`config.mk`:
```
export PLATFORM = sky130hd
export DESIGN_NAME = rvs192_branch_resolver
export DESIGN_NICKNAME = d
export VERILOG_FILES = /design/src/rtl/rvs192_branch_resolver_pkg.sv /design/src/rtl/rvs192_branch_resolver_decide.sv /design/src/rtl/rvs192_branch_resolver.sv
export SDC_FILE = /design/constraint.sdc
export NUM_CORES = 1
export LEC_CHECK = 0
export CAP_MARGIN = 0
export CORE_MARGIN = 2
export CORE_UTILIZATION = 45
export CTS_CLUSTER_DIAMETER = 200
export DETAILED_ROUTE_END_ITERATION = 16
export PLACE_DENSITY = 0.83
export SETUP_SLACK_MARGIN = 0.2
export SLEW_MARGIN = 25
export SYNTH_ARGS = -nofsm -noshare
export SYNTH_HDL_FRONTEND = slang
export SYNTH_HIERARCHICAL = 1
export SYNTH_SLANG_ARGS = --single-unit
```
`constraint.sdc`:
```
create_clock -name clk -period 6.1 [get_ports clk]
set_input_delay 1.22 -clock clk [delete_from_list [all_inputs] [get_ports clk]]
set_output_delay 1.22 -clock clk [all_outputs]
set_load 0.005 [all_outputs]
```
`src/rtl/rvs192_branch_resolver_pkg.sv`:
```
// Shared types and defaults for the RVS192 branch resolver.
package rvs192_branch_resolver_pkg;

  localparam int unsigned DATA_LENGTH_DEF  = 32;
  localparam int unsigned DRAIN_CYCLES_DEF = 2;
  localparam int unsigned BR_KIND_W        = 4;

  typedef enum logic [BR_KIND_W-1:0] {
    BR_BEQ  = 4'd0,
    BR_BNE  = 4'd1,
    BR_BLT  = 4'd2,
    BR_BGE  = 4'd3,
    BR_BLTU = 4'd4,
    BR_BGEU = 4'd5,
    BR_JAL  = 4'd6,
    BR_JALR = 4'd7
  } br_kind_t;

  typedef enum logic [3:0] {
    ALU_ADD, ALU_SUB, ALU_SLT, ALU_SLTU, ALU_AND,
    ALU_OR, ALU_XOR, ALU_SLL, ALU_SRL, ALU_SRA
  } alu_op_type;

  function automatic logic is_jump(input br_kind_t kind);
    return (kind == BR_JAL) || (kind == BR_JALR);
  endfunction

endpackage

```
`src/rtl/rvs192_branch_resolver_decide.sv`:
```
// Combinational branch decision: direction, correct next PC, mispredict and misalign.
module rvs192_br_decide
  import rvs192_branch_resolver_pkg::*;
#(
  parameter int unsigned DATA_LENGTH = DATA_LENGTH_DEF
) (
  input  br_kind_t               br_kind,
  input  logic                   ge,
  input  logic                   eq,
  input  logic [DATA_LENGTH-1:0] target_pc,
  input  logic [DATA_LENGTH-1:0] pc_ex,
  input  logic                   pred_taken,
  input  logic [DATA_LENGTH-1:0] pred_target,
  output logic                   taken_c,
  output logic [DATA_LENGTH-1:0] act_target_c,
  output logic                   mispredict_c,
  output logic                   misalign_c
);

  always_comb begin
    taken_c = 1'b0;
    unique case (br_kind)
      BR_BEQ:           taken_c = eq;
      BR_BNE:           taken_c = !eq;
      BR_BLT, BR_BLTU:  taken_c = !ge;
      BR_BGE, BR_BGEU:  taken_c = ge;
      BR_JAL, BR_JALR:  taken_c = 1'b1;
      default:          taken_c = 1'b0;
    endcase
  end

  // act_target_c is the architecturally correct next PC, taken or not.
  always_comb begin
    act_target_c = pc_ex + DATA_LENGTH'(4);
    if (taken_c) begin
      if (br_kind == BR_JALR) act_target_c = target_pc & ~DATA_LENGTH'(1);
      else                    act_target_c = target_pc;
    end
  end

  assign misalign_c   = taken_c && act_target_c[1];
  assign mispredict_c = (taken_c != pred_taken) ||
                        (taken_c && pred_taken && (act_target_c != pred_target));

endmodule

```
`src/rtl/rvs192_branch_resolver.sv`:
```
// Branch resolution and PC-redirect unit for the RVS192 execute stage.
// Optional perf counters enabled by defining RVS192_BRU_PERF_EN.
module rvs192_branch_resolver
  import rvs192_branch_resolver_pkg::*;
#(
  parameter int unsigned DATA_LENGTH  = DATA_LENGTH_DEF,
  parameter int unsigned DRAIN_CYCLES = DRAIN_CYCLES_DEF
) (
  input  logic                   clk,
  input  logic                   rst_n,
  input  logic                   br_valid,
  output logic                   br_ready,
  input  br_kind_t               br_kind,
  input  logic                   ge,
  input  logic                   eq,
  input  logic [DATA_LENGTH-1:0] target_pc,
  input  logic [DATA_LENGTH-1:0] pc_ex,
  input  logic                   pred_taken,
  input  logic [DATA_LENGTH-1:0] pred_target,
  output logic                   redirect_valid,
  output logic [DATA_LENGTH-1:0] redirect_pc,
  input  logic                   redirect_ready,
  output logic                   flush_front,
  output logic                   upd_valid,
  output logic [DATA_LENGTH-1:0] upd_pc,
  output logic                   upd_taken,
  output logic [DATA_LENGTH-1:0] upd_target,
  output logic                   misalign
`ifdef RVS192_BRU_PERF_EN
  ,
  output logic [31:0]            perf_branches,
  output logic [31:0]            perf_mispredicts
`endif
);

  localparam int unsigned CNT_W = (DRAIN_CYCLES < 2) ? 1 : $clog2(DRAIN_CYCLES + 1);

  typedef enum logic [1:0] {IDLE, REDIRECT, DRAIN} state_t;

  state_t               state;
  logic [CNT_W-1:0]     drain_cnt;
  logic                 accept_c;
  logic                 enter_redirect_c;
  logic                 taken_c;
  logic [DATA_LENGTH-1:0] act_target_c;
  logic                 mispredict_c;
  logic                 misalign_c;

  rvs192_br_decide #(.DATA_LENGTH(DATA_LENGTH)) u_decide (
    .br_kind      (br_kind),
    .ge           (ge),
    .eq           (eq),
    .target_pc    (target_pc),
    .pc_ex        (pc_ex),
    .pred_taken   (pred_taken),
    .pred_target  (pred_target),
    .taken_c      (taken_c),
    .act_target_c (act_target_c),
    .mispredict_c (mispredict_c),
    .misalign_c   (misalign_c)
  );

  // br_ready is a pure decode of the state register.
  assign br_ready         = (state == IDLE);
  assign accept_c         = br_valid && br_ready;
  assign enter_redirect_c = accept_c && mispredict_c && !misalign_c;

  always_ff @(posedge clk) begin
    if (!rst_n) begin
      state          <= IDLE;
      drain_cnt      <= '0;
      redirect_valid <= 1'b0;
      redirect_pc    <= '0;
      flush_front    <= 1'b0;
      upd_valid      <= 1'b0;
      upd_pc         <= '0;
      upd_taken      <= 1'b0;
      upd_target     <= '0;
      misalign       <= 1'b0;
    end else begin
      upd_valid   <= accept_c;
      misalign    <= accept_c && misalign_c;
      flush_front <= 1'b0;
      if (accept_c) begin
        upd_pc     <= pc_ex;
        upd_taken  <= taken_c;
        upd_target <= act_target_c;
      end
      case (state)
        IDLE: begin
          if (enter_redirect_c) begin
            state          <= REDIRECT;
            redirect_valid <= 1'b1;
            redirect_pc    <= act_target_c;
          end
        end
        REDIRECT: begin
          if (redirect_ready) begin
            redirect_valid <= 1'b0;
            flush_front    <= 1'b1;
            if (DRAIN_CYCLES == 0) begin
              state <= IDLE;
            end else begin
              state     <= DRAIN;
              drain_cnt <= CNT_W'(DRAIN_CYCLES);
            end
          end
        end
        DRAIN: begin
          // Wrong-path instructions are still in flight; br_valid is ignored.
          if (drain_cnt <= CNT_W'(1)) state <= IDLE;
          else                        drain_cnt <= drain_cnt - CNT_W'(1);
        end
        default: state <= IDLE;
      endcase
    end
  end

`ifdef RVS192_BRU_PERF_EN
  always_ff @(posedge clk) begin
    if (!rst_n) begin
      perf_branches    <= '0;
      perf_mispredicts <= '0;
    end else begin
      if (accept_c)         perf_branches    <= perf_branches + 32'd1;
      if (enter_redirect_c) perf_mispredicts <= perf_mispredicts + 32'd1;
    end
  end
`endif

endmodule

```
# Word level (Yosys, flattened, before mapping)
# Cells that the tools add are included.
# totals
ram_bits,0
latch_bits,0
in_bits,107
wordCells,64
romBits,0
n_memories,0
ff_bits,105
output_inout_bits,102
# classes
bitwise_logic,0
reduce_logical,23
muxes,13
div,0
n_addsub,2
n_shift,0
multipliers,0
magnitude_cmp,1
eq_ne,15
# op_table
op,n
$add A32 B3 Y32 const B,1
$mux W32,1
$ne A32 B32 Y1,1
$eq A4 B3 Y1 const B,4
$reduce_and A3 Y1,3
$eq A4 B2 Y1 const B,2
$mux W2,4
$logic_and A1 B1 Y1,7
$ne A2 B2 Y1 const B,3
$pmux W2 S3,1
$reduce_or A2 Y1,3
$pmux W1 S5,1
$eq A4 B1 Y1 const B,1
$logic_not A4 Y1,1
$mux W1,4
$pmux W2 S2,1
$reduce_and A2 Y1,2
$reduce_bool A2 Y1,2
$logic_not A1 Y1,3
$eq A2 B1 Y1 const B,1
$eq A2 B2 Y1 const B,1
$le A2 B1 Y1 const B,1
$logic_not A2 Y1,1
$ne A2 B1 Y1 const B,1
other kinds (4),4

# Logic depth before layout (Yosys ltp)
# Gate-level depths: netlist (run 1).
# logic_depth
ltp_word,11
depth_mapped,18
depth_no_buf,12

# Cells and area by module
# Netlist (run 1), hierarchy kept.
# by_module_without_submodules
module,cells_each,instances,seq_area_each_um2,area_each_um2
rvs192_branch_resolver,455,1,2102.0,3826.2
rvs192_br_decide,310,1,0.0,1943.1

# Worst setup path before layout (run 1)
# No wires, ideal clock.
# synth_timing
path_kind,input to register
start,in br_kind[1]
end,reg redirect_valid
t_required_ns,5.985
path_slack_ns,1.271
stages,18
n_path_buf,6
t_arrival_ns,4.715
setup_time_ns,0.115
cell_sequence,xor2_1 a221o_1 clkbuf_1 inv_1 buf_2 buf_1 buf_1 ha_1 nor4_1 nand2_1 a2111oi_0 o2111ai_1 nor4_2 a31oi_1 nor3b_2 buf_6 buf_12 o21a_1
# synth_via
elab_chain_cells,11
word_cells_on_any_way,25
cone_classes,10 x eq/ne; 3 x mux; 12 x reduce/logical
# synth_lines
element,line,source
from (decl),rvs192_branch_resolver.sv:13,"input br_kind_t br_kind,"
$eq A4 B3 Y1 / $eq A4 B2 Y1 (equally long branches),rvs192_branch_resolver_decide.sv:22,unique case (br_kind)
$reduce_or A2 Y1,rvs192_branch_resolver_decide.sv:22,
$pmux W1 S5 *,rvs192_branch_resolver_decide.sv:22,
via taken_c,rvs192_branch_resolver.sv:44,logic taken_c;
$mux W32,rvs192_branch_resolver_decide.sv:35,if (taken_c) begin
$ne A32 B32 Y1,rvs192_branch_resolver_decide.sv:43,(taken_c && pred_taken && (act_target_c != pred_target));
$logic_and A1 B1 Y1,rvs192_branch_resolver_decide.sv:43,
$logic_or A1 B1 Y1 *,rvs192_branch_resolver_decide.sv:42,assign mispredict_c = (taken_c != pred_taken) ||
via mispredict_c,rvs192_branch_resolver.sv:46,logic mispredict_c;
$logic_and A1 B1 Y1 * (2 in a row),rvs192_branch_resolver.sv:66,assign enter_redirect_c = accept_c && mispredict_c && !misalign_c;
$ne A2 B1 Y1 (no line) *,--,
$reduce_and A3 Y1 (no line) *,--,
to (signal assigned),rvs192_branch_resolver.sv:72,redirect_valid <= 1'b0;
to (signal assigned),rvs192_branch_resolver.sv:93,redirect_valid <= 1'b1;
to (signal assigned),rvs192_branch_resolver.sv:99,redirect_valid <= 1'b0;
to (decl),rvs192_branch_resolver.sv:20,"output logic redirect_valid,"
# The timed path passes the listed nets; every way through them passes the cells marked *.
# A chain may end at the register's enable or synchronous reset.

# Final worst setup path (run 1)
# layout_timing
start,in pc_ex[2]
end,reg redirect_pc[21]
# layout_via
elab_chain_cells,8
# layout_lines
element,line,source
from (decl),rvs192_branch_resolver.sv:17,"input logic [DATA_LENGTH-1:0] pc_ex,"
$add A32 B3 Y32,rvs192_branch_resolver_decide.sv:34,act_target_c = pc_ex + DATA_LENGTH'(4);
$mux W32,rvs192_branch_resolver_decide.sv:35,
via act_target_c[30],rvs192_branch_resolver.sv:45,logic [DATA_LENGTH-1:0] act_target_c;
$ne A32 B32 Y1,rvs192_branch_resolver_decide.sv:43,
$logic_and A1 B1 Y1,rvs192_branch_resolver_decide.sv:43,
$logic_or A1 B1 Y1,rvs192_branch_resolver_decide.sv:42,
via mispredict_c,rvs192_branch_resolver.sv:46,
$logic_and A1 B1 Y1 (2 in a row),rvs192_branch_resolver.sv:66,
$reduce_and A2 Y1 (no line),--,
to (signal assigned),rvs192_branch_resolver.sv:94,redirect_pc <= act_target_c;
to (decl),rvs192_branch_resolver.sv:21,"output logic [DATA_LENGTH-1:0] redirect_pc,"
# The timed path passes the listed nets, and every way through them passes these cells.

==> Flow_metrics.wiki, run 1 <==
{| class="wikitable"
! Metric !! Value
|-
| Number of cells produced by synthesis || 765
|-
| Ports placed on the boundary || 209
|-
| Max Clock Freq || 199.7 MHz
|-
| Critical Path Sink Type || register
|-
| GRT Resource Usage Total || 0.2887
|-
| Master of the slowest instance on the critical path || sky130_fd_sc_hd__clkdlybuf4s50_1
|-
| Sum of negative setup slack || 0 ns
|-
| Sw Pwr || 0.0005406 W
|-
| TritonCTS clock tree || built
|-
| Clock root buffer master || sky130_fd_sc_hd__clkbuf_16
|-
| Syn_area_per_cell || 7.542 um^2
|-
| Clock-pin transition on the worst setup and hold timing paths || 0.06 ns
|-
| Met1 global-route usage || 0.3814
|-
| Cell accounting for the most synthesized area || sky130_fd_sc_hd__dfxtp_1
|-
| Hold wc startpoint || upd_target[17]$_SDFFE_PN0N_
|-
| Number of port buffers || 208
|-
| Effective utilization at floorplan || 0.4590
|-
| Path category of the worst min-delay check || register to register
|-
| First-pass GRT wire length || 30.44 mm
|-
| Drt drc || 0
|-
| Top cells by area, synth || sky130_fd_sc_hd__dfxtp_1 36%, sky130_fd_sc_hd__nand2_1 14%, sky130_fd_sc_hd__a21oi_1 7.8%
|-
| Share of synthesized cell area in full adder, half adder and majority cells || 0.006506
|-
| Dominant combinational cell family by area after synthesis || simple AND/OR/NAND/NOR gates
|-
| Number of antenna violations at the first check in global routing || 0
|-
| Post-synth cell types || 66
|-
| DRC violation total after the first TritonRoute iteration || 646
|-
| EDFF count, synth || 0
|-
| Leak Pwr || 3.038 nW
|-
| FFs w/ async S/R, synth || 0
|-
| Max-slew violation count || 0
|-
| Pwr Density || 226.1 nW/um^2
|-
| Final setup slack of the worst path || 1.092 ns
|-
| Cell area after synthesis || 5769 um^2
|-
| Number of warnings printed during yosys synthesis || 6
|-
| Pre-CTS worst setup slack || 0.8601 ns
|-
| Cell depth of the worst hold path || 2
|-
| Max IR drop VDD || 0.1286 mV
|-
| Chip Width || 117.2 um
|-
| Clock skew || 0.008233 ns
|-
| GR Layer Usage met3 || 0.06797
|-
| Final HPWL DP || 14.86 mm
|-
| Number of buffers inserted during clock tree synthesis || 9
|-
| RSZ-0062 raised after global routing || no
|-
| Number of cells on the worst reg-to-reg path || 4
|-
| Number of rows created at floorplan || 41
|-
| Synth-to-Final Area Change || 41.44%
|-
| Number of resized instances in the post-cts repair step || 0
|-
| CTS H-tree lvls || 3
|-
| Total number of vias || 6152
|-
| Required arrival time at the worst endpoint || 6.36 ns
|-
| Total of endpoints with negative setup slack in the final report || 0
|-
| Layout Nets || 1054
|-
| Count of antenna diodes in the layout || 0
|-
| Hold Vio Cnt, Final || 0
|-
| Number of register bits inferred by synthesis || 105
|-
| Final routed wirelength across all metal layers || 20.03 mm
|-
| Average wire per standard cell || 17.90 um
|-
| Simple-gate portion of the synthesized area || 0.2787
|-
| Antenna violation net count after detailed routing || 0
|-
| Top_reg_cell synth || sky130_fd_sc_hd__dfxtp_1
|-
| Comb power frac || 0.278
|-
| Maximum number of pins on one net before global-route repair || 70
|-
| Floorplan die height || 117.2 um
|-
| Area of the core || 12570 um^2
|-
| Number of buffers added for setup after CTS || 0
|-
| Total of max-cap violations || 0
|-
| Gpl congestion || 0.9351
|-
| Switching share of power || 0.2930
|-
| Number of nets produced by synthesis || 875
|-
| Power share of the sequential group || 0.420
|-
| Reg-to-reg critical path startpoint || state[1]$_SDFFE_PN0P_
|-
| Most used routing layer in global routing || met2
|-
| Min cycle time layout || 5.008 ns
|-
| Via density || 5.498
|-
| Complex-gate fraction of the synthesized area || 0.1542
|-
| Grt met2 use || 0.4602
|-
| Share of total power in the clock network || 0.302
|-
| Floorplan die area || 13740 um^2
|-
| Maximum cell stage delay along the critical path || 0.65 ns
|-
| # clock sinks || 105
|-
| CP max FO || 34
|-
| Mux cell area share after synthesis || 0.06463
|-
| Internal Dissipation || 0.001304 W
|-
| Length of the first detailed-routing pass in iterations || 6
|-
| Slew of the pin with the lowest slew margin || 0.7597 ns
|-
| Share of the synthesized netlist area taken by xor and xnor gates || 0.07287
|-
| Total power draw || 0.001845 W
|-
| Proportion of netlist area held by the largest area contributor || 0.3643
|-
| Post-layout utilization of the core || 0.6493
|-
| Total congestion overflow after global routing || 0
|-
| Max Buffers Root-to-Sink || 2
|-
| Endpoint of the worst register-to-register path || redirect_pc[21]$_SDFFE_PN0P_
|-
| Ratio of final minimum period to clock period || 0.8209
|-
| Hold buffers post-CTS || 0
|-
| Seq/Total Area, Yosys || 0.3643
|-
| Outcome || finished clean
|-
| Number of global-route vias before repair || 5751
|-
| Data arrival time of the worst path || 5.27 ns
|-
| WHS Endpoint || upd_target[17]$_SDFFE_PN0N_
|-
| Clock Latency Late Sink || 0.34 ns
|-
| Internal reg-to-reg setup slack || 4.09 ns
|-
| Setup Crit Path Kind || primary input to register
|-
| Worst slew margin relative to its limit || 0.4889
|-
| List of cells traversed by the critical path || clkdlybuf4s50_1 -> ha_1 -> nand4_1 -> nor4_1 -> nand4_1 -> xor2_1 -> o21ai_0 -> xor2_1 -> a211oi_1 -> a31oi_1 -> nor3b_4 -> buf_4 -> mux2i_1
|-
| Proportion of layout cells with a drive suffix above 1 || 0.04435
|-
| Category of the worst setup path launch point || primary input
|}
-- Yosys cell counts, types with 3 or more instances --
| master | n |
|---|---|
| sky130_fd_sc_hd__a2111oi_0 | 4 |
| sky130_fd_sc_hd__a211oi_1 | 4 |
| sky130_fd_sc_hd__a21oi_1 | 90 |
| sky130_fd_sc_hd__a31oi_1 | 8 |
| sky130_fd_sc_hd__and2_1 | 5 |
| sky130_fd_sc_hd__and3_1 | 7 |
| sky130_fd_sc_hd__and4_1 | 5 |
| sky130_fd_sc_hd__buf_1 | 7 |
| sky130_fd_sc_hd__buf_12 | 3 |
| sky130_fd_sc_hd__buf_2 | 8 |
| sky130_fd_sc_hd__clkbuf_1 | 25 |
| sky130_fd_sc_hd__dfxtp_1 | 105 |
| sky130_fd_sc_hd__ha_1 | 3 |
| sky130_fd_sc_hd__inv_1 | 23 |
| sky130_fd_sc_hd__mux2i_1 | 35 |
| sky130_fd_sc_hd__nand2_1 | 221 |
| sky130_fd_sc_hd__nand2b_1 | 3 |
| sky130_fd_sc_hd__nand3_1 | 13 |
| sky130_fd_sc_hd__nand4_1 | 14 |
| sky130_fd_sc_hd__nor2_1 | 38 |
| sky130_fd_sc_hd__nor3_1 | 11 |
| sky130_fd_sc_hd__nor3b_1 | 3 |
| sky130_fd_sc_hd__nor4_1 | 12 |
| sky130_fd_sc_hd__o21ai_0 | 14 |
| sky130_fd_sc_hd__or3_1 | 4 |
| sky130_fd_sc_hd__or4_1 | 3 |
| sky130_fd_sc_hd__xnor2_1 | 29 |
| sky130_fd_sc_hd__xor2_1 | 19 |
-- through the flow --
step,cells,instance area (um^2),hold slack [ns]
after floorplan,765,5769,0.4511
after global placement,1105,7878,0.4409
after detailed placement,1105,7880,0.4464
after CTS,1119,8160,0.4555
after global routing,1119,8160,0.4717
final,1119,8160,0.4536
-- critical path: cells and delay by family --
kind / cells / cell delay [ns]
AND/OR/NAND/NOR: 4 / 1.26
AO/OA/AOI/OAI: 3 / 0.64
adder cells (fa/ha/maj): 1 / 0.29
multiplexers: 1 / 0.27
XOR/XNOR: 2 / 0.41
buffers and inverters: 2 / 1.17
-- final cells by class --
cell class	count	area, um^2
Fill cell	1088	4408
Multi-Input combinational cell	589	3341
Timing Repair Buffer	215	2130
Sequential cell	105	2102
Clock buffer	12	266.5
Tap cell	172	215.2
Inverter	24	92.59
Clock inverter	2	13.76
-- registers in the layout (all words and copies together), names as in the netlist --
name / flops
drain_cnt: 2
flush_front: 1
misalign: 1
redirect_pc: 32
redirect_valid: 1
state: 2
upd_pc: 32
upd_taken: 1
upd_target: 32
upd_valid: 1
-- layout by cell type, fill, tap and decap left out, types with 3 or more instances in the layout --
| master | Yosys | final |
|---|---|---|
| sky130_fd_sc_hd__a2111oi_0 | 4 | 4 |
| sky130_fd_sc_hd__a211oi_1 | 4 | 4 |
| sky130_fd_sc_hd__a21oi_1 | 90 | 90 |
| sky130_fd_sc_hd__a31oi_1 | 8 | 8 |
| sky130_fd_sc_hd__and2_1 | 5 | 5 |
| sky130_fd_sc_hd__and3_1 | 7 | 7 |
| sky130_fd_sc_hd__and4_1 | 5 | 5 |
| sky130_fd_sc_hd__buf_4 | 1 | 7 |
| sky130_fd_sc_hd__clkbuf_16 | 0 | 9 |
| sky130_fd_sc_hd__clkbuf_8 | 0 | 3 |
| sky130_fd_sc_hd__clkdlybuf4s50_1 | 0 | 207 |
| sky130_fd_sc_hd__dfxtp_1 | 105 | 105 |
| sky130_fd_sc_hd__ha_1 | 3 | 3 |
| sky130_fd_sc_hd__inv_1 | 23 | 23 |
| sky130_fd_sc_hd__mux2i_1 | 35 | 35 |
| sky130_fd_sc_hd__nand2_1 | 221 | 221 |
| sky130_fd_sc_hd__nand2b_1 | 3 | 3 |
| sky130_fd_sc_hd__nand3_1 | 13 | 13 |
| sky130_fd_sc_hd__nand4_1 | 14 | 14 |
| sky130_fd_sc_hd__nor2_1 | 38 | 38 |
| sky130_fd_sc_hd__nor3_1 | 11 | 11 |
| sky130_fd_sc_hd__nor4_1 | 12 | 12 |
| sky130_fd_sc_hd__o21ai_0 | 14 | 14 |
| sky130_fd_sc_hd__or3_1 | 4 | 4 |
| sky130_fd_sc_hd__or4_1 | 3 | 3 |
| sky130_fd_sc_hd__xnor2_1 | 29 | 29 |
| sky130_fd_sc_hd__xor2_1 | 19 | 19 |
-- logic make-up (layout without fill, tap and decap cells) --
group / count (synthesis) / after routing
and+or+nand+nor: 354 / 354
AOI/OAI and AO/OA: 147 / 147
DFF: 105 / 105
buffers and inverters: 71 / 253
xor gates and xnor gates: 48 / 48
muxes: 37 / 37
adders and majority gates: 3 / 3
-- power groups by stage --
stage                     sequential (W)  combinational, W  clock, W
after global placement          0.000788          0.000501         0
after CTS                       0.000774          0.000510  0.000564
after detailed placement        0.000788          0.000507         0
after floorplan                 0.000791          0.000243         0
final                           0.000774          0.000514  0.000557
after global routing            0.000781          0.000557  0.000591
-- worst max-delay path by stage --
stage / start / to / slack (ns) / depth (start not counted)
detailed placement: pc_ex[2] / redirect_pc[5]$_SDFFE_PN0P_ / 0.86 / 13
CTS: pc_ex[2] / redirect_pc[28]$_SDFFE_PN0P_ / 1.17 / 13
global route: pc_ex[4] / redirect_valid$_SDFFE_PN0P_ / 0.89 / 12
finish: pc_ex[2] / redirect_pc[21]$_SDFFE_PN0P_ / 1.09 / 13
floorplan: br_kind[1] / redirect_valid$_SDFFE_PN0P_ / 1.27 / 18
global placement: pc_ex[2] / redirect_pc[16]$_SDFFE_PN0P_ / 0.92 / 13
-- layer usage --
| layer | vias up | share of wire |
|---|---|---|
| met4 | 0 | 0.024 |
| met3 | 38 | 0.090 |
| met2 | 309 | 0.46 |
| li1 | 2964 | - |
| met5 | - | 0 |
| met1 | 2841 | 0.42 |
(Power assumes the default switching activity.)
==> run 2: changes to the inputs <==
Clock period 6.1 ns to 4.9 ns, I/O delays scaled along.
==> run 2 against run 1 <==
  * Total power increased by 24%
  * Core utilization rose by 1.2 points
  * Clock skew down 0.0031 ns
  * Via count grew 0.99%
==> Flow_metrics.wiki, run 2 (same netlist as run 1, synthesis figures left out) <==
{| class="wikitable"
! Metric !! Value
|-
| Clock root buffer master || sky130_fd_sc_hd__clkbuf_16 (unchanged)
|-
| Maximum number of pins on one net before global-route repair || 69 (was 70)
|-
| Layout Nets || 1076 (was 1054)
|-
| Slew of the pin with the lowest slew margin || 0.7731 ns (was 0.7597 ns)
|-
| Antenna violation net count after detailed routing || 0 (unchanged)
|-
| Number of rows created at floorplan || 41 (unchanged)
|-
| Drt drc || 0 (unchanged)
|-
| Total of endpoints with negative setup slack in the final report || 0 (unchanged)
|-
| Number of antenna violations at the first check in global routing || 0 (unchanged)
|-
| Internal reg-to-reg setup slack || 3.01 ns (was 4.09 ns)
|-
| Power share of the sequential group || 0.423 (was 0.420)
|-
| Hold Vio Cnt, Final || 0 (unchanged)
|-
| Total of max-cap violations || 0 (unchanged)
|-
| Effective utilization at floorplan || 0.4590 (unchanged)
|-
| Final routed wirelength across all metal layers || 20.14 mm (was 20.03 mm)
|-
| Number of resized instances in the post-cts repair step || 0 (unchanged)
|-
| Hold buffers post-CTS || 0 (unchanged)
|-
| Count of fill cells added during filler insertion || 1074 (was 1088)
|-
| CP max FO || 15 (was 34)
|-
| Number of buffers inserted during clock tree synthesis || 9 (unchanged)
|-
| Max Buffers Root-to-Sink || 2 (unchanged)
|-
| Cell area after placement || 8019 um^2 (was 7880 um^2)
|-
| Ratio of final minimum period to clock period || 0.9117
|-
| Comb power frac || 0.286 (was 0.278)
|-
| Count of antenna diodes in the layout || 0 (unchanged)
|-
| Clock Latency Late Sink || 0.35 ns (was 0.34 ns)
|-
| Leading registers by flop count || redirect_pc x32, upd_pc x32, upd_target x32 (unchanged)
|-
| Area of the core || 12570 um^2 (unchanged)
|-
| Number of buffers added for setup after CTS || 0 (unchanged)
|-
| Final instance area || 8310 um^2 (was 8160 um^2)
|-
| Pwr Density || 274.9 nW/um^2 (was 226.1 nW/um^2)
|-
| Synth-to-Final Area Change || 44.05% (was 41.44%)
|-
| # clock sinks || 105 (unchanged)
|-
| Floorplan die area || 13740 um^2 (unchanged)
|-
| Clock-pin transition on the worst setup and hold timing paths || 0.07 ns (was 0.06 ns)
|-
| Outcome || finished clean (unchanged)
|-
| RSZ-0062 raised after global routing || no (unchanged)
|-
| Clock skew || 0.005086 ns (was 0.008233 ns)
|-
| Sw Pwr || 0.0006740 W (was 0.0005406 W)
|-
| Gpl congestion || 1.039 (was 0.9351)
|-
| Setup Crit Path Kind || primary input to register (unchanged)
|-
| Critical Path Sink Type || register (unchanged)
|-
| First-pass GRT wire length || 30.42 mm (was 30.44 mm)
|-
| GRT Resource Usage Total || 0.2907 (was 0.2887)
|-
| DRC violation total after the first TritonRoute iteration || 519 (was 646)
|-
| Commonest cells after routing, fill and taps aside || 221 x sky130_fd_sc_hd__nand2_1, 207 x sky130_fd_sc_hd__clkdlybuf4s50_1, 105 x sky130_fd_sc_hd__dfxtp_1 (unchanged)
|-
| Average wire per standard cell || 17.65 um (was 17.90 um)
|-
| Max-slew violation count || 0 (unchanged)
|-
| Required arrival time at the worst endpoint || 5.13 ns (was 6.36 ns)
|-
| Chip Width || 117.2 um (unchanged)
|-
| Max Clock Freq || 223.9 MHz
|-
| Share of total power in the clock network || 0.291 (was 0.302)
|-
| Data arrival time of the worst path || 4.70 ns (was 5.27 ns)
|-
| Total congestion overflow after global routing || 0 (unchanged)
|-
| Floorplan die height || 117.2 um (unchanged)
|-
| Leak Pwr || 3.138 nW (was 3.038 nW)
|-
| Min cycle time layout || 4.467 ns
|-
| Worst slew margin relative to its limit || 0.4840 (was 0.4889)
|-
| Path category of the worst min-delay check || register to register (unchanged)
|-
| Sum of negative setup slack || 0 ns (unchanged)
|-
| Number of global-route vias before repair || 5725 (was 5751)
|-
| Ports placed on the boundary || 209 (unchanged)
|-
| Via density || 5.445 (was 5.498)
|-
| Most common library cell in the layout ignoring fill and taps || sky130_fd_sc_hd__nand2_1 (unchanged)
|-
| Switching share of power || 0.2950 (was 0.2930)
|-
| Category of the worst setup path launch point || primary input (unchanged)
|-
| Number of port buffers || 208 (unchanged)
|-
| Max IR drop VDD || 0.1618 mV (was 0.1286 mV)
|-
| TritonCTS clock tree || built (unchanged)
|-
| Total number of vias || 6213 (was 6152)
|-
| Length of the first detailed-routing pass in iterations || 5 (was 6)
|-
| Final HPWL DP || 15.28 mm (was 14.86 mm)
|-
| CTS H-tree lvls || 3 (unchanged)
|-
| Proportion of layout cells with a drive suffix above 1 || 0.06502 (was 0.04435)
|-
| Internal Dissipation || 0.001611 W (was 0.001304 W)
|}
[run 2: cell types whose count changed in the layout (fill, tap and decap cells not counted), sizes merged]
cell	delta
buf	+22
clkinv	+1
clkbuf	-1
[run 2: path summary, 6_finish.rpt]
check	from	to	depth (start not counted)
worst max register to register	state[1]$_SDFFE_PN0P_	redirect_pc[25]$_SDFFE_PN0P_	5
worst min register to register	upd_pc[11]$_SDFFE_PN0N_	upd_pc[11]$_SDFFE_PN0N_	2
worst min-delay path	upd_pc[11]$_SDFFE_PN0N_	upd_pc[11]$_SDFFE_PN0N_	2
worst max-delay path	pc_ex[2]	redirect_pc[25]$_SDFFE_PN0P_	14
[run 2: cell type report]
type | count | area [um^2] | area share
inverter | 24 | 90.09 | 0.01084
multi-input combinational | 589 | 3347 | 0.4027
clock buffer | 11 | 242.7 | 0.02921
timing repair buffer | 237 | 2295 | 0.2761
tap | 172 | 215.2 | 0.02590
sequential | 105 | 2102 | 0.2529
clock inverter | 3 | 18.77 | 0.002258
[run 2: stage by stage]
step | worst slack (ns) | instances | util | power [W] | hold WS (ns)
after global placement | 0.2672 | 1123 | 0.6375 | 0.001612 | 0.4410
after global routing | 0.2087 | 1141 | 0.6612 | 0.002390 | 0.4652
after CTS | 0.4037 | 1137 | 0.6588 | 0.002284 | 0.4562
after detailed placement | 0.09342 | 1123 | 0.6380 | 0.001623 | 0.4472
final | 0.4327 | 1141 | 0.6612 | 0.002285 | 0.4537
after floorplan | 0.3107 | 765 | - | 0.001287 | 0.4511
[run 2: critical path, stage by stage]
cell	delay, ns
sky130_fd_sc_hd__clkdlybuf4s50_1	0.63
sky130_fd_sc_hd__ha_1	0.30
sky130_fd_sc_hd__and4_1	0.35
sky130_fd_sc_hd__nand4_1	0.23
sky130_fd_sc_hd__or4_1	0.52
sky130_fd_sc_hd__a31oi_1	0.33
sky130_fd_sc_hd__xnor2_1	0.16
sky130_fd_sc_hd__nand2_1	0.07
sky130_fd_sc_hd__a211oi_1	0.26
sky130_fd_sc_hd__a31oi_1	0.15
sky130_fd_sc_hd__nor3b_4	0.17
sky130_fd_sc_hd__buf_4	0.17
sky130_fd_sc_hd__buf_4	0.22
sky130_fd_sc_hd__mux2i_1	0.15
[run 2: power groups by stage]
stage	Clock, W	Sequential [W]	Combinational, W
after floorplan	0	0.000984	0.000302
after global placement	0	0.000982	0.000630
after detailed placement	0	0.000983	0.000640
after CTS	0.000674	0.000965	0.000645
after global routing	0.000709	0.000972	0.000709
final	0.000665	0.000966	0.000654
[run 2: metal layers]
layer / part of all wire / vias to the layer above / global-route usage
li1: - / 3015 / -
met4: 0.029 / 0 / 0.1231
met3: 0.082 / 40 / 0.06694
met1: 0.42 / 2891 / 0.3706
met2: 0.47 / 267 / 0.4728
met5: 0 / - / 0
==> run 3: changes to the inputs <==
Settings changed: GPL_ROUTABILITY_DRIVEN from default to 0.
==> run 3 against run 2 <==
  * Clock skew increased by 0.0044 ns
  * Maximum frequency hardly changed
  * Worst setup slack better by 0.0033 ns
  * Global-route usage fell by 0.43 points
  * Clock power is 18% higher
  * Non-clock buffer count down 7
  * Clock-buffer cell count is the same
  * First-iteration DRC count grew 27%
  * Cell count shrank 0.35%
  * Cell area is 0.51% higher
  * Largest cell class unchanged
  * Highest routed layer unchanged
==> Flow_metrics.wiki, run 3 (same netlist as run 1, synthesis figures left out) <==
{| class="wikitable"
! Metric !! Value
|-
| Most common library cell in the layout ignoring fill and taps || sky130_fd_sc_hd__nand2_1 (unchanged)
|-
| Internal reg-to-reg setup slack || 2.99 ns (was 3.01 ns)
|-
| Number of rows created at floorplan || 41 (unchanged)
|-
| Layout Nets || 1069 (was 1076)
|-
| Cell depth of the worst hold path || 2 (unchanged)
|-
| Final HPWL DP || 14.99 mm (was 15.28 mm)
|-
| Ratio of final minimum period to clock period || 0.9110 (was 0.9117)
|-
| Final setup slack of the worst path || 0.4360 ns (was 0.4327 ns)
|-
| Clock-pin transition on the worst setup and hold timing paths || 0.07 ns (about the same)
|-
| Number of global-route vias before repair || 5740 (was 5725)
|-
| Number of port buffers || 208 (unchanged)
|-
| Clock skew || 0.009495 ns (was 0.005086 ns)
|-
| Max Buffers Root-to-Sink || 2 (unchanged)
|-
| Number of buffers added for setup after CTS || 0 (unchanged)
|-
| Drt drc || 0 (unchanged)
|-
| Ports placed on the boundary || 209 (unchanged)
|-
| Average wire per standard cell || 17.47 um (was 17.65 um)
|-
| Hold buffers post-CTS || 0 (unchanged)
|-
| Slew of the pin with the lowest slew margin || 0.7383 ns (was 0.7731 ns)
|-
| Synth-to-Final Area Change || 44.78% (was 44.05%)
|-
| First-pass GRT wire length || 30.02 mm (was 30.42 mm)
|-
| Pre-CTS worst setup slack || 0.1264 ns (was 0.09342 ns)
|-
| DRC violation total after the first TritonRoute iteration || 657 (was 519)
|-
| Number of resized instances in the post-cts repair step || 0 (unchanged)
|-
| TritonCTS clock tree || built (unchanged)
|-
| Chip Width || 117.2 um (unchanged)
|-
| Min cycle time layout || 4.464 ns (was 4.467 ns)
|-
| Length of the first detailed-routing pass in iterations || 5 (unchanged)
|-
| Required arrival time at the worst endpoint || 5.18 ns (was 5.13 ns)
|-
| Total of endpoints with negative setup slack in the final report || 0 (unchanged)
|-
| Reg-to-reg critical path startpoint || state[1]$_SDFFE_PN0P_ (unchanged)
|-
| Commonest cells after routing, fill and taps aside || 221 x sky130_fd_sc_hd__nand2_1, 207 x sky130_fd_sc_hd__clkdlybuf4s50_1, 105 x sky130_fd_sc_hd__dfxtp_1 (unchanged)
|-
| Clock Latency Late Sink || 0.36 ns (was 0.35 ns)
|-
| Max-slew violation count || 0 (unchanged)
|-
| Outcome || finished clean (unchanged)
|-
| Effective utilization at floorplan || 0.4590 (unchanged)
|-
| RSZ-0062 raised after global routing || no (unchanged)
|-
| Hold wc startpoint || upd_target[16]$_SDFFE_PN0N_ (was upd_pc[11]$_SDFFE_PN0N_)
|-
| CP max FO || 16 (was 15)
|-
| Leading registers by flop count || redirect_pc x32, upd_pc x32, upd_target x32 (unchanged)
|-
| Pwr Density || 287.6 nW/um^2 (was 274.9 nW/um^2)
|-
| Total number of vias || 6291 (was 6213)
|-
| Floorplan die height || 117.2 um (unchanged)
|-
| Path category of the worst min-delay check || register to register (unchanged)
|-
| Critical Path Sink Type || register (unchanged)
|-
| Final routed wirelength across all metal layers || 19.87 mm (was 20.14 mm)
|-
| Number of cells on the worst reg-to-reg path || 4 (was 5)
|-
| Data arrival time of the worst path || 4.75 ns (was 4.70 ns)
|-
| GRT Resource Usage Total || 0.2865 (was 0.2907)
|-
| WHS Endpoint || upd_target[16]$_SDFFE_PN0N_ (was upd_pc[11]$_SDFFE_PN0N_)
|-
| Total congestion overflow after global routing || 0 (unchanged)
|-
| Max IR drop VDD || 0.1770 mV (was 0.1618 mV)
|-
| Proportion of layout cells with a drive suffix above 1 || 0.05913 (was 0.06502)
|-
| Maximum number of pins on one net before global-route repair || 70 (was 69)
|-
| Worst slew margin relative to its limit || 0.5078 (was 0.4840)
|-
| Category of the worst setup path launch point || primary input (unchanged)
|-
| Leak Pwr || 3.138 nW (about the same)
|-
| Antenna violation net count after detailed routing || 0 (unchanged)
|-
| Hold Vio Cnt, Final || 0 (unchanged)
|-
| Setup Crit Path Kind || primary input to register (unchanged)
|-
| Area of the core || 12570 um^2 (unchanged)
|-
| Number of buffers inserted during clock tree synthesis || 9 (unchanged)
|-
| Floorplan die area || 13740 um^2 (unchanged)
|-
| Total of max-cap violations || 0 (unchanged)
|-
| Endpoint of the worst register-to-register path || redirect_pc[22]$_SDFFE_PN0P_ (was redirect_pc[25]$_SDFFE_PN0P_)
|-
| CTS H-tree lvls || 3 (unchanged)
|-
| Post-layout utilization of the core || 0.6646 (was 0.6612)
|-
| Max Clock Freq || 224.0 MHz (was 223.9 MHz)
|-
| Sum of negative setup slack || 0 ns (unchanged)
|-
| Number of antenna violations at the first check in global routing || 1 (was 0)
|-
| Via density || 5.533 (was 5.445)
|-
| # clock sinks || 105 (unchanged)
|-
| Clock root buffer master || sky130_fd_sc_hd__clkbuf_16 (unchanged)
|}
run 3: critical path, cell delays in order:
cell	delay, ns
sky130_fd_sc_hd__clkdlybuf4s50_1	0.64
sky130_fd_sc_hd__ha_1	0.28
sky130_fd_sc_hd__nand4_1	0.19
sky130_fd_sc_hd__nor4_1	0.33
sky130_fd_sc_hd__buf_4	0.18
sky130_fd_sc_hd__nand3_1	0.08
sky130_fd_sc_hd__xor2_1	0.16
sky130_fd_sc_hd__a21oi_1	0.33
sky130_fd_sc_hd__xor2_1	0.13
sky130_fd_sc_hd__a2111oi_0	0.63
sky130_fd_sc_hd__a31oi_1	0.20
sky130_fd_sc_hd__nor3b_4	0.22
sky130_fd_sc_hd__buf_6	0.19
sky130_fd_sc_hd__mux2i_1	0.19
run 3: how the worst max path moves through the flow:
stage	slack (ns)	cells after the start	endpoint	startpoint
after floorplan	0.31	18	redirect_valid$_SDFFE_PN0P_	br_kind[1]
final	0.44	14	redirect_pc[22]$_SDFFE_PN0P_	pc_ex[2]
after CTS	0.46	14	redirect_pc[22]$_SDFFE_PN0P_	pc_ex[2]
after global routing	0.21	13	redirect_pc[21]$_SDFFE_PN0P_	pc_ex[2]
after global placement	0.22	14	redirect_pc[19]$_SDFFE_PN0P_	pc_ex[2]
after detailed placement	0.13	14	redirect_pc[22]$_SDFFE_PN0P_	pc_ex[2]
run 3: layout make-up:
cell class              count  area (um^2)
multi-input cells         589         3347
fillers                  1051         4215
inverters                  24        92.59
clock buffers              11        232.7
flip-flops and latches    105         2102
repair buffers            230         2275
well taps                 172        215.2
diodes                      1        2.502
clock inverters             5        86.33
run 3: per-stage QoR:
stage / power [W] / area (um^2) / hold WS [ns] / cells
global route: 0.002505 / 8353 / 0.4700 / 1137
detailed placement: 0.001624 / 8018 / 0.4468 / 1120
global placement: 0.001612 / 8015 / 0.4408 / 1120
finish: 0.002403 / 8353 / 0.4536 / 1137
CTS: 0.002404 / 8337 / 0.4560 / 1136
floorplan: 0.001287 / 5769 / 0.4511 / 765
run 3: power breakdown:
| group | switching, W | leakage [nW] | internal (W) |
|---|---|---|---|
| combinational | 0.000319 | 2.12 | 0.000332 |
| sequential | 0.0000400 | 0.862 | 0.000925 |
| clock | 0.000333 | 0.155 | 0.000453 |
| total | 0.000693 | 3.14 | 0.00171 |
run 3: per-layer routing:
layer / vias up / GRT usage / share of wire
met5: - / 0 / 0
met4: 0 / 0.1153 / 0.030
met3: 43 / 0.06591 / 0.10
met2: 347 / 0.4663 / 0.46
met1: 2902 / 0.3673 / 0.41
li1: 2999 / - / -
